[config.mk]
export PLATFORM = sky130hd
export DESIGN_NAME = mult_share_arbiter
export DESIGN_NICKNAME = d
export VERILOG_FILES = /design/src/rtl/mult_arb_pkg.sv /design/src/rtl/rr_arbiter.sv /design/src/rtl/mult_share_arbiter.sv
export SDC_FILE = /design/constraint.sdc
export NUM_CORES = 1
export LEC_CHECK = 0
export BUFFER_PORTS_ARGS = -buffer_cell sky130_fd_sc_hd__buf_4
export CAP_MARGIN = 0
export CORE_MARGIN = 2
export CORE_UTILIZATION = 49
export DETAILED_ROUTE_END_ITERATION = 8
export HOLD_SLACK_MARGIN = 0.15
export MAX_ROUTING_LAYER = met4
export PLACE_DENSITY = 0.95
export SLEW_MARGIN = 20
export SYNTH_ARGS = -nofsm -noshare
export SYNTH_HDL_FRONTEND = slang
export SYNTH_SLANG_ARGS = --single-unit
export TNS_END_PERCENT = 30
[constraint.sdc]
create_clock -name clk -period 5.2 [get_ports clk]
set_clock_uncertainty 0.05 [all_clocks]
set_input_delay 1.04 -clock clk [delete_from_list [all_inputs] [get_ports clk]]
set_output_delay 1.04 -clock clk [all_outputs]
set_load 0.02 [all_outputs]
[src/rtl/mult_arb_pkg.sv]
// Shared types and helpers for mult_share_arbiter and its round-robin picker.
package mult_arb_pkg;

  localparam int STATE_W = 2;
  localparam int MAX_REQ = 8;
  localparam int MAX_IDW = 3;

  typedef enum logic [STATE_W-1:0] {
    IDLE  = 2'd0,
    ISSUE = 2'd1,
    WAIT  = 2'd2,
    RESP  = 2'd3
  } state_e;

  // Wrapping round-robin pick: first set bit of req at or after ptr, over nreq lines.
  // Returns {found, index}; index is meaningful only when found is set.
  function automatic logic [MAX_IDW:0] rr_pick(input logic [MAX_REQ-1:0] req,
                                               input logic [MAX_IDW-1:0] ptr,
                                               input int                 nreq);
    logic [MAX_IDW:0] res;
    int               idx;
    res = '0;
    for (int i = 0; i < MAX_REQ; i++) begin
      idx = (int'(ptr) + i) % nreq;
      if ((i < nreq) && !res[MAX_IDW] && req[idx[MAX_IDW-1:0]]) begin
        res = {1'b1, idx[MAX_IDW-1:0]};
      end
    end
    return res;
  endfunction

endpackage

[src/rtl/rr_arbiter.sv]
// Round-robin picker: request vector plus priority pointer -> one-hot grant and index.
module rr_arbiter
  import mult_arb_pkg::*;
#(
  parameter int NREQ = 4,
  parameter int IDW  = 2
) (
  input  logic [NREQ-1:0] req_i,
  input  logic [IDW-1:0]  ptr_i,
  output logic [NREQ-1:0] gnt_o,
  output logic [IDW-1:0]  idx_o,
  output logic            any_o
);

  logic [MAX_REQ-1:0] req_ext_s;
  logic [MAX_IDW-1:0] ptr_ext_s;
  logic [MAX_IDW:0]   pick_s;

  // Widen to the helper's fixed width, pick, and decode the winner to one-hot.
  always_comb begin
    req_ext_s            = '0;
    req_ext_s[NREQ-1:0]  = req_i;
    ptr_ext_s            = '0;
    ptr_ext_s[IDW-1:0]   = ptr_i;
    pick_s               = rr_pick(req_ext_s, ptr_ext_s, NREQ);
    idx_o                = pick_s[IDW-1:0];
    any_o                = pick_s[MAX_IDW];
    gnt_o                = '0;
    gnt_o[idx_o]         = any_o;
  end

endmodule

[src/rtl/mult_share_arbiter.sv]
// mult_share_arbiter: shares one sequential signed multiplier between NREQ requesters.
// Optional watchdog on the multiplier handshake is compiled in with MULT_ARB_TIMEOUT_EN.
module mult_share_arbiter
  import mult_arb_pkg::*;
#(
  parameter int N    = 12,
  parameter int NREQ = 4,
  parameter int IDW  = 2,
  parameter int TMO  = N + 4
) (
  input  logic              clk,
  input  logic              rst,
  input  logic [NREQ-1:0]   req_valid,
  input  logic [NREQ*N-1:0] req_a,
  input  logic [NREQ*N-1:0] req_b,
  output logic [NREQ-1:0]   req_grant,
  output logic              resp_valid,
  input  logic              resp_ready,
  output logic [IDW-1:0]    resp_id,
  output logic [2*N-1:0]    resp_product,
  output logic              busy,
  output logic              err_tmo,
  output logic              mul_start,
  output logic [N-1:0]      mul_a,
  output logic [N-1:0]      mul_b,
  input  logic [2*N-1:0]    mul_product,
  input  logic              mul_ready
);

  // Wide enough to reach TMO and saturate above it when the watchdog is absent.
  localparam int CNT_W = $clog2(TMO + 2) + 1;

  state_e           state_q, state_d;
  logic [IDW-1:0]   rr_ptr_q, rr_ptr_d;
  logic [NREQ-1:0]  grant_q, grant_d;
  logic             start_q, start_d;
  logic [N-1:0]     op_a_q, op_a_d;
  logic [N-1:0]     op_b_q, op_b_d;
  logic [IDW-1:0]   id_q, id_d;
  logic [CNT_W-1:0] cnt_q, cnt_d;
  logic             rvalid_q, rvalid_d;
  logic [2*N-1:0]   product_q, product_d;
  logic             busy_q, busy_d;
`ifdef MULT_ARB_TIMEOUT_EN
  logic             err_tmo_q, err_tmo_d;
`endif

  logic [NREQ-1:0]  arb_gnt_s;
  logic [IDW-1:0]   arb_idx_s;
  logic             arb_any_s;
  logic [N-1:0]     sel_a_s, sel_b_s;

  rr_arbiter #(.NREQ(NREQ), .IDW(IDW)) u_rr (
    .req_i (req_valid),
    .ptr_i (rr_ptr_q),
    .gnt_o (arb_gnt_s),
    .idx_o (arb_idx_s),
    .any_o (arb_any_s)
  );

  // Operand mux: the packed A/B slices belonging to the picked requester.
  always_comb begin
    sel_a_s = '0;
    sel_b_s = '0;
    for (int k = 0; k < NREQ; k++) begin
      if (arb_idx_s == IDW'(k)) begin
        sel_a_s = req_a[k*N +: N];
        sel_b_s = req_b[k*N +: N];
      end else begin
        sel_a_s = sel_a_s;
        sel_b_s = sel_b_s;
      end
    end
  end

  // Next-state and next-output logic; every register holds unless a state says otherwise.
  always_comb begin
    state_d   = state_q;
    rr_ptr_d  = rr_ptr_q;
    grant_d   = '0;
    start_d   = 1'b0;
    op_a_d    = op_a_q;
    op_b_d    = op_b_q;
    id_d      = id_q;
    cnt_d     = cnt_q;
    rvalid_d  = rvalid_q;
    product_d = product_q;
`ifdef MULT_ARB_TIMEOUT_EN
    err_tmo_d = err_tmo_q;
`endif
    case (state_q)
      IDLE: begin
        if (arb_any_s) begin
          grant_d = arb_gnt_s;
          start_d = 1'b1;
          op_a_d  = sel_a_s;
          op_b_d  = sel_b_s;
          id_d    = arb_idx_s;
          if (arb_idx_s == IDW'(NREQ - 1)) begin
            rr_ptr_d = '0;
          end else begin
            rr_ptr_d = arb_idx_s + IDW'(1);
          end
          state_d = ISSUE;
        end else begin
          state_d = IDLE;
        end
      end
      ISSUE: begin
        cnt_d   = '0;
        state_d = WAIT;
      end
      WAIT: begin
        // Ready seen while cnt is still 0 is left over from the previous operation.
        if (mul_ready && (cnt_q != '0)) begin
          product_d = mul_product;
          rvalid_d  = 1'b1;
          state_d   = RESP;
`ifdef MULT_ARB_TIMEOUT_EN
        end else if (cnt_q == CNT_W'(TMO)) begin
          err_tmo_d = 1'b1;
          product_d = '0;
          rvalid_d  = 1'b1;
          state_d   = RESP;
`endif
        end else begin
          if (cnt_q != '1) begin
            cnt_d = cnt_q + CNT_W'(1);
          end else begin
            cnt_d = cnt_q;
          end
        end
      end
      RESP: begin
        if (resp_ready) begin
          rvalid_d = 1'b0;
          state_d  = IDLE;
        end else begin
          state_d  = RESP;
        end
      end
      default: begin
        rvalid_d = 1'b0;
        state_d  = IDLE;
      end
    endcase
    busy_d = (state_d != IDLE);
  end

  // State, pointer, operand and response registers.
  always_ff @(posedge clk or posedge rst) begin
    if (rst) begin
      state_q   <= IDLE;
      rr_ptr_q  <= '0;
      grant_q   <= '0;
      start_q   <= 1'b0;
      op_a_q    <= '0;
      op_b_q    <= '0;
      id_q      <= '0;
      cnt_q     <= '0;
      rvalid_q  <= 1'b0;
      product_q <= '0;
      busy_q    <= 1'b0;
    end else begin
      state_q   <= state_d;
      rr_ptr_q  <= rr_ptr_d;
      grant_q   <= grant_d;
      start_q   <= start_d;
      op_a_q    <= op_a_d;
      op_b_q    <= op_b_d;
      id_q      <= id_d;
      cnt_q     <= cnt_d;
      rvalid_q  <= rvalid_d;
      product_q <= product_d;
      busy_q    <= busy_d;
    end
  end

`ifdef MULT_ARB_TIMEOUT_EN
  // Sticky watchdog flag, cleared only by reset.
  always_ff @(posedge clk or posedge rst) begin
    if (rst) begin
      err_tmo_q <= 1'b0;
    end else begin
      err_tmo_q <= err_tmo_d;
    end
  end
  assign err_tmo = err_tmo_q;
`else
  assign err_tmo = 1'b0;
`endif

  assign req_grant    = grant_q;
  assign mul_start    = start_q;
  assign mul_a        = op_a_q;
  assign mul_b        = op_b_q;
  assign resp_valid   = rvalid_q;
  assign resp_id      = id_q;
  assign resp_product = product_q;
  assign busy         = busy_q;

endmodule

## Word level (Yosys, flattened, before mapping)

Cells that the tools add are included.

| storage, ports and cells | value |
|---|---|
| bits in registers | 67 |
| bits of input ports | 128 |
| output and inout port bits | 58 |
| logic and storage cells | 95 |

| operators by class | value |
|---|---|
| $add $sub $neg | 5 |
| $lt $le $gt $ge | 6 |
| eq/ne operators | 11 |
| mux-type cells | 37 |
| bitwise gates (word level) | 4 |
| reductions and logical operators | 21 |

Operator list:

| cell | count |
|---|---|
| $mux 12 | 8 |
| $mux 4 | 6 |
| $lt 3x4->1 const B | 3 |
| $mux 6 | 2 |
| $pmux 6 s2 | 1 |
| $mux 1 | 10 |
| $bmux 1 s3 | 3 |
| $eq 2x2->1 const B | 4 |
| $ne 2x2->1 const B | 4 |
| $pmux 2 s4 | 1 |
| $add 6x1->6 const B | 1 |
| $mux 2 | 3 |
| $ne 6x6->1 const B | 1 |
| $reduce_and 3->1 | 2 |
| $reduce_bool 2->1 | 3 |
| $reduce_bool 6->1 | 1 |
| $reduce_or 2->1 | 3 |
| $logic_and 1x1->1 | 5 |
| $add 2x1->2 const B | 2 |
| $add 2x2->2 const B | 2 |
| $and 4x4->4 | 1 |
| $eq 2x1->1 const B | 2 |
| $logic_not 2->1 | 2 |
| $lt 2x4->1 const B | 1 |
| 8 further kinds | 13 |

## Longest topological paths before layout

| depth | value |
|---|---|
| depth after elaboration | 20 |
| gate-level depth with buffers | 10 |
| mapped depth without buffers | 9 |

## Cells and area by module

A second synthesis with hierarchy kept.

| unflattened totals | value |
|---|---|
| cells, all modules | 407 |
| area, all modules | 3641.0 µm² |

Modules (own cells, without submodules):

| module | instances | cells each | area each (µm²) | seq. area each (µm²) |
|---|---|---|---|---|
| mult_share_arbiter | 1 | 375 | 3458.3 | 1676.6 |
| rr_arbiter | 1 | 32 | 182.7 | 0.0 |

## Least setup slack after synthesis

No wires, ideal clock.

| timing path | value |
|---|---|
| path type | in2reg |
| start point | in req_valid[3] |
| end point | reg op_a_q[11], in the netlist mul_a[11] |
| setup time | 0.077 ns |
| arrival time | 2.900 ns |
| required time | 5.073 ns |
| slack | 2.172 ns |
| stages on the path | 9 |
| buffers on the path | 2 |
| path through | nand2_1 > and3_1 > nor4_1 > ha_1 > clkbuf_1 > clkbuf_1 > a221oi_1 > a211o_1 > a21oi_1 |

| on the way | value |
|---|---|
| word-level cells in the longest chain between the ends | 17 |
| elaborated cells on any way between the ends | 27 |
| classes of those cells | 3 x eq/ne; 16 x mux; 8 x reduce/logical |

RTL lines:

| item | line | RTL |
|---|---|---|
| from (decl) | mult_share_arbiter.sv:13 | `input logic [NREQ-1:0] req_valid,` |
| $bmux 1 s2 | mult_arb_pkg.sv:25 | `if ((i < nreq) && !res[MAX_IDW] && req[idx[MAX_IDW-1:0]]) begin` |
| $mux 1 (implied by the code) | mult_arb_pkg.sv:25 |  |
| $mux 4 | mult_arb_pkg.sv:25 |  |
| $logic_not 1->1 | mult_arb_pkg.sv:25 |  |
| $logic_and 1x1->1 | mult_arb_pkg.sv:25 |  |
| $mux 4 | mult_arb_pkg.sv:25 |  |
| $logic_not 1->1 | mult_arb_pkg.sv:25 |  |
| $logic_and 1x1->1 | mult_arb_pkg.sv:25 |  |
| $mux 4 | mult_arb_pkg.sv:25 |  |
| $logic_not 1->1 | mult_arb_pkg.sv:25 |  |
| $logic_and 1x1->1 | mult_arb_pkg.sv:25 |  |
| $mux 4 (*) | mult_arb_pkg.sv:25 |  |
| net arb_idx_s[0] | mult_share_arbiter.sv:49 | `logic [IDW-1:0] arb_idx_s;` |
| $logic_not 2->1 | mult_share_arbiter.sv:66 | `if (arb_idx_s == IDW'(k)) begin` |
| $mux 12 (3 in series) | mult_share_arbiter.sv:66 |  |
| $mux 12 (*) | mult_share_arbiter.sv:66 |  |
| to (signal assigned) | mult_share_arbiter.sv:169 | `op_a_q <= op_a_d;` |
| to (decl) | mult_share_arbiter.sv:37 | `logic [N-1:0] op_a_q, op_a_d;` |

Mark *: on every way through the listed nets, which the timed path passes. The rest lies on a longest branch. The select of a mux whose other input is x is not followed.
A chain may end at the register's enable or synchronous reset.

## Final worst setup path

| timing path | value |
|---|---|
| start point | in req_valid[3] |
| end point | reg op_b_q[10], in the netlist mul_b[10] |

| on the way | value |
|---|---|
| word-level cells in the longest chain between the ends | 17 |
| elaborated cells on any way between the ends | 27 |
| classes of those cells | 3 x eq/ne; 16 x mux; 8 x reduce/logical |

RTL lines:

| item | line | RTL |
|---|---|---|
| $bmux 1 s2 | mult_arb_pkg.sv:25 |  |
| $mux 1 (implied by the code) | mult_arb_pkg.sv:25 |  |
| $mux 4 | mult_arb_pkg.sv:25 |  |
| $logic_not 1->1 | mult_arb_pkg.sv:25 |  |
| $logic_and 1x1->1 | mult_arb_pkg.sv:25 |  |
| $mux 4 | mult_arb_pkg.sv:25 |  |
| $logic_not 1->1 | mult_arb_pkg.sv:25 |  |
| $logic_and 1x1->1 | mult_arb_pkg.sv:25 |  |
| $mux 4 | mult_arb_pkg.sv:25 |  |
| $logic_not 1->1 | mult_arb_pkg.sv:25 |  |
| $logic_and 1x1->1 | mult_arb_pkg.sv:25 |  |
| $mux 4 (*) | mult_arb_pkg.sv:25 |  |
| net arb_idx_s[0] | mult_share_arbiter.sv:49 |  |
| $logic_not 2->1 | mult_share_arbiter.sv:66 |  |
| $mux 12 (3 in series) | mult_share_arbiter.sv:66 |  |
| $mux 12 (*) | mult_share_arbiter.sv:66 |  |
| to (signal assigned) | mult_share_arbiter.sv:170 | `op_b_q <= op_b_d;` |
| to (decl) | mult_share_arbiter.sv:38 | `logic [N-1:0] op_b_q, op_b_d;` |

Marks and branches as above.

==> results.toml <==
[clock_network]
ctsHoldBuffers = 0
clk_path_buf_depth = 2
cts_tree = "built"
clk_latency_ns = 0.34
path_clk_slew_ns = 0.08
cts_inserted_buffers = 9
post-cts-setup-buffer-count = 0
clkSinkCount = 67
cts_resized = 0
htree_levels = 3
root_buffer = "clkbuf_8"

[synth]
synth_fp_nets = 496
synth-seq-area-share = 0.4690
ys_seq_elements = 67
synth_top_area_cell = "dfrtp_1"
synth_cell_type_count = 38
syn_area_um2 = 3575
synth_warnings = 0
yosys-top-cells-area = "dfrtp_1 (47%), a21oi_1 (7.7%), mux2_4 (6.7%)"
postSynthAreaPerCell_um2 = 9.957
synth_cells = 359
yosysTopAreaCellShare = 0.4690

[min_path]
min_path_type = "reg -> reg"
hold_depth = 2

[route]
wl_per_cell_um = 17.22
ant_nets = 0
routed_wl_um = 10950
dr.pass1.iters = 4
via_per_inst = 5.563
vias = 3538
drt_iter0_drc = 203
route.detailed.drc = 0

[setup_path]
crit_chain = "buf_4, nand2b_1, a21oi_1, nor4_1, ha_1, buf_4, nor2b_2, a221oi_1, a211o_1, a21oi_1"
cp_max_fo = 27
required_ns = 5.39
cpMaxStageDelayCell = "nor2b_2"
endpoint_kind = "flip-flop"
crit_type = "in -> reg"
cp.depth = 10
critical_path_arrival_ns = 3.59
slowest_delay_ns = 0.78
crit_buf_inv = 2
reg2reg_depth = 9
start_kind = "primary input"
cpLargestDelayFamily = "simple AND/OR/NAND/NOR gates"

[placement]
dp_slack_ns = 1.497
placedCellCount = 620
dp_hpwl_um = 8051
port_buffers = 184
gp_congestion = 0.9778

[die]
start_util = 0.4982
chipWidth_um = 89.41
core_area_um2 = 7176
dieArea_um2 = 7994
pin_count = 186
rows = 31
die_y_um = 89.41

[sta]
min_period_ns = 3.401
worst_slew_pin_slew_ns = 0.9860
max_freq_ghz = 0.2940
setup_violations = 0
rsz0062_at_grt = "false"
fin_hold_ws_ns = 0.4521
hold_violations = 0
setup_tns_ns = 0
period_share = 0.6540
max_slew_margin = 0.3419
drv_slew = 0
layout_setup_ws_ns = 1.799

[layout]
fin_cells = 636
nets = 669
diodes = 0
synthToLayoutAreaGrowth_pct = 44.98
drive_gt1_frac = 0.4376

[global_route]
grt_max_degree = 68
grt-ovfl-total = 0
grtUsageTotal = 0.2855
grt_pass1_wl_um = 16910
grt_pass1_vias = 3618
antenna_found_initial = 0

[outcome]
outcome = "completed"

[power]
p_total_mw = 3.096
ir_drop_mv = 0.2965
p_per_area_nw_per_um2 = 597.4
p_leak_nw = 2.643

[job]
drv_cap = 0
[placed cells by master, fill, tap and decap left out, types with 9 or more instances in the layout]
cell type,netlist,final
a21oi_1,55,55
nand2_1,10,10
dfrtp_1,67,67
buf_4,1,189
clkbuf_8,0,9
inv_1,36,35
mux2_4,16,16
a221oi_1,24,24
nor2_1,32,32
o21ai_0,12,12
a211o_1,23,23
[layer usage]
metal / track usage / share of wire
met2: 0.4734 / 0.51
met5: - / 0
met4: 0.1506 / 0.039
met3: 0.04617 / 0.064
met1: 0.3325 / 0.38
[final cells by class]
| class | instances | area (µm²) |
|---|---|---|
| timing repair buffer | 189 | 1419 |
| sequential | 67 | 1677 |
| tap | 99 | 123.9 |
| fill | 510 | 1993 |
| clock buffer | 9 | 123.9 |
| clock inverter | 7 | 75.07 |
| inverter | 36 | 135.1 |
| multi-input combinational | 229 | 1629 |
[cell usage after synthesis, drive strengths merged]
library cell / n
dfrtp: 67
a21oi: 55
inv: 36
nor2: 32
a221oi: 24
mux2: 24
a211o: 23
clkbuf: 21
o21ai: 12
nand2: 10
ha: 9
buf: 6
and3: 5
nand4: 4
nand2b: 3
nor2b: 3
nor4: 3
o211ai: 2
o22ai: 2
o31ai: 2
or2: 2
or3: 2
a21boi: 1
a21o: 1
a2bb2oi: 1
and4: 1
and4b: 1
conb: 1
nand3: 1
nor3: 1
o211a: 1
o2bb2ai: 1
or4: 1
or4b: 1
[registers in the layout, indices dropped and copies added, names as in the netlist]
| signal | cells |
|---|---|
| mul_a | 12 |
| cnt_q | 6 |
| resp_valid | 1 |
| mul_b | 12 |
| mul_start | 1 |
| busy | 1 |
| resp_id | 2 |
| state_q | 2 |
| resp_product | 24 |
| rr_ptr_q | 2 |
| req_grant | 4 |
[through the flow]
stage	utilization	instance area (µm²)
after detailed placement	0.6945	4984
after global placement	0.6945	4984
after floorplan	-	3575
after CTS	0.7222	5182
after global routing	0.7222	5182
final	0.7222	5182
[final timing paths]
path                       slack, ns          to         start
min                             0.45  resp_id[1]    resp_id[1]
min in group asynchronous       0.92    mul_b[9]           rst
max reg2reg                     2.11   mul_b[10]   rr_ptr_q[1]
max in group asynchronous       3.61    mul_b[5]           rst
max                             1.80   mul_b[10]  req_valid[3]
min reg2reg                     0.45  resp_id[1]    resp_id[1]
[power by group]
part	internal [mW]	switching, mW
clock network	0.225	0.210
registers	0.765	0.157
logic	0.782	0.957
[kinds of logic (layout without fill, tap and decap cells)]
group / Yosys count / after routing / share of synthesized area
AO/OA/AOI/OAI: 125 / 125 / 0.2328
buffers and inverters: 63 / 241 / 0.07666
flip-flops: 67 / 67 / 0.4690
AND/OR/NAND/NOR: 70 / 70 / 0.09660
adder cells (fa/ha/maj): 9 / 9 / 0.03150
other: 1 / 1 / 0.001049
multiplexers: 24 / 24 / 0.09241
[tightest hold or removal path: cells and delay by family, from the launching register on]
kind	cells	cell delay, ns
AND/OR/NAND/NOR	1	0.05
flip-flops	1	0.36
AO/OA/AOI/OAI	1	0.06
Power figures use the tool's default switching activity.
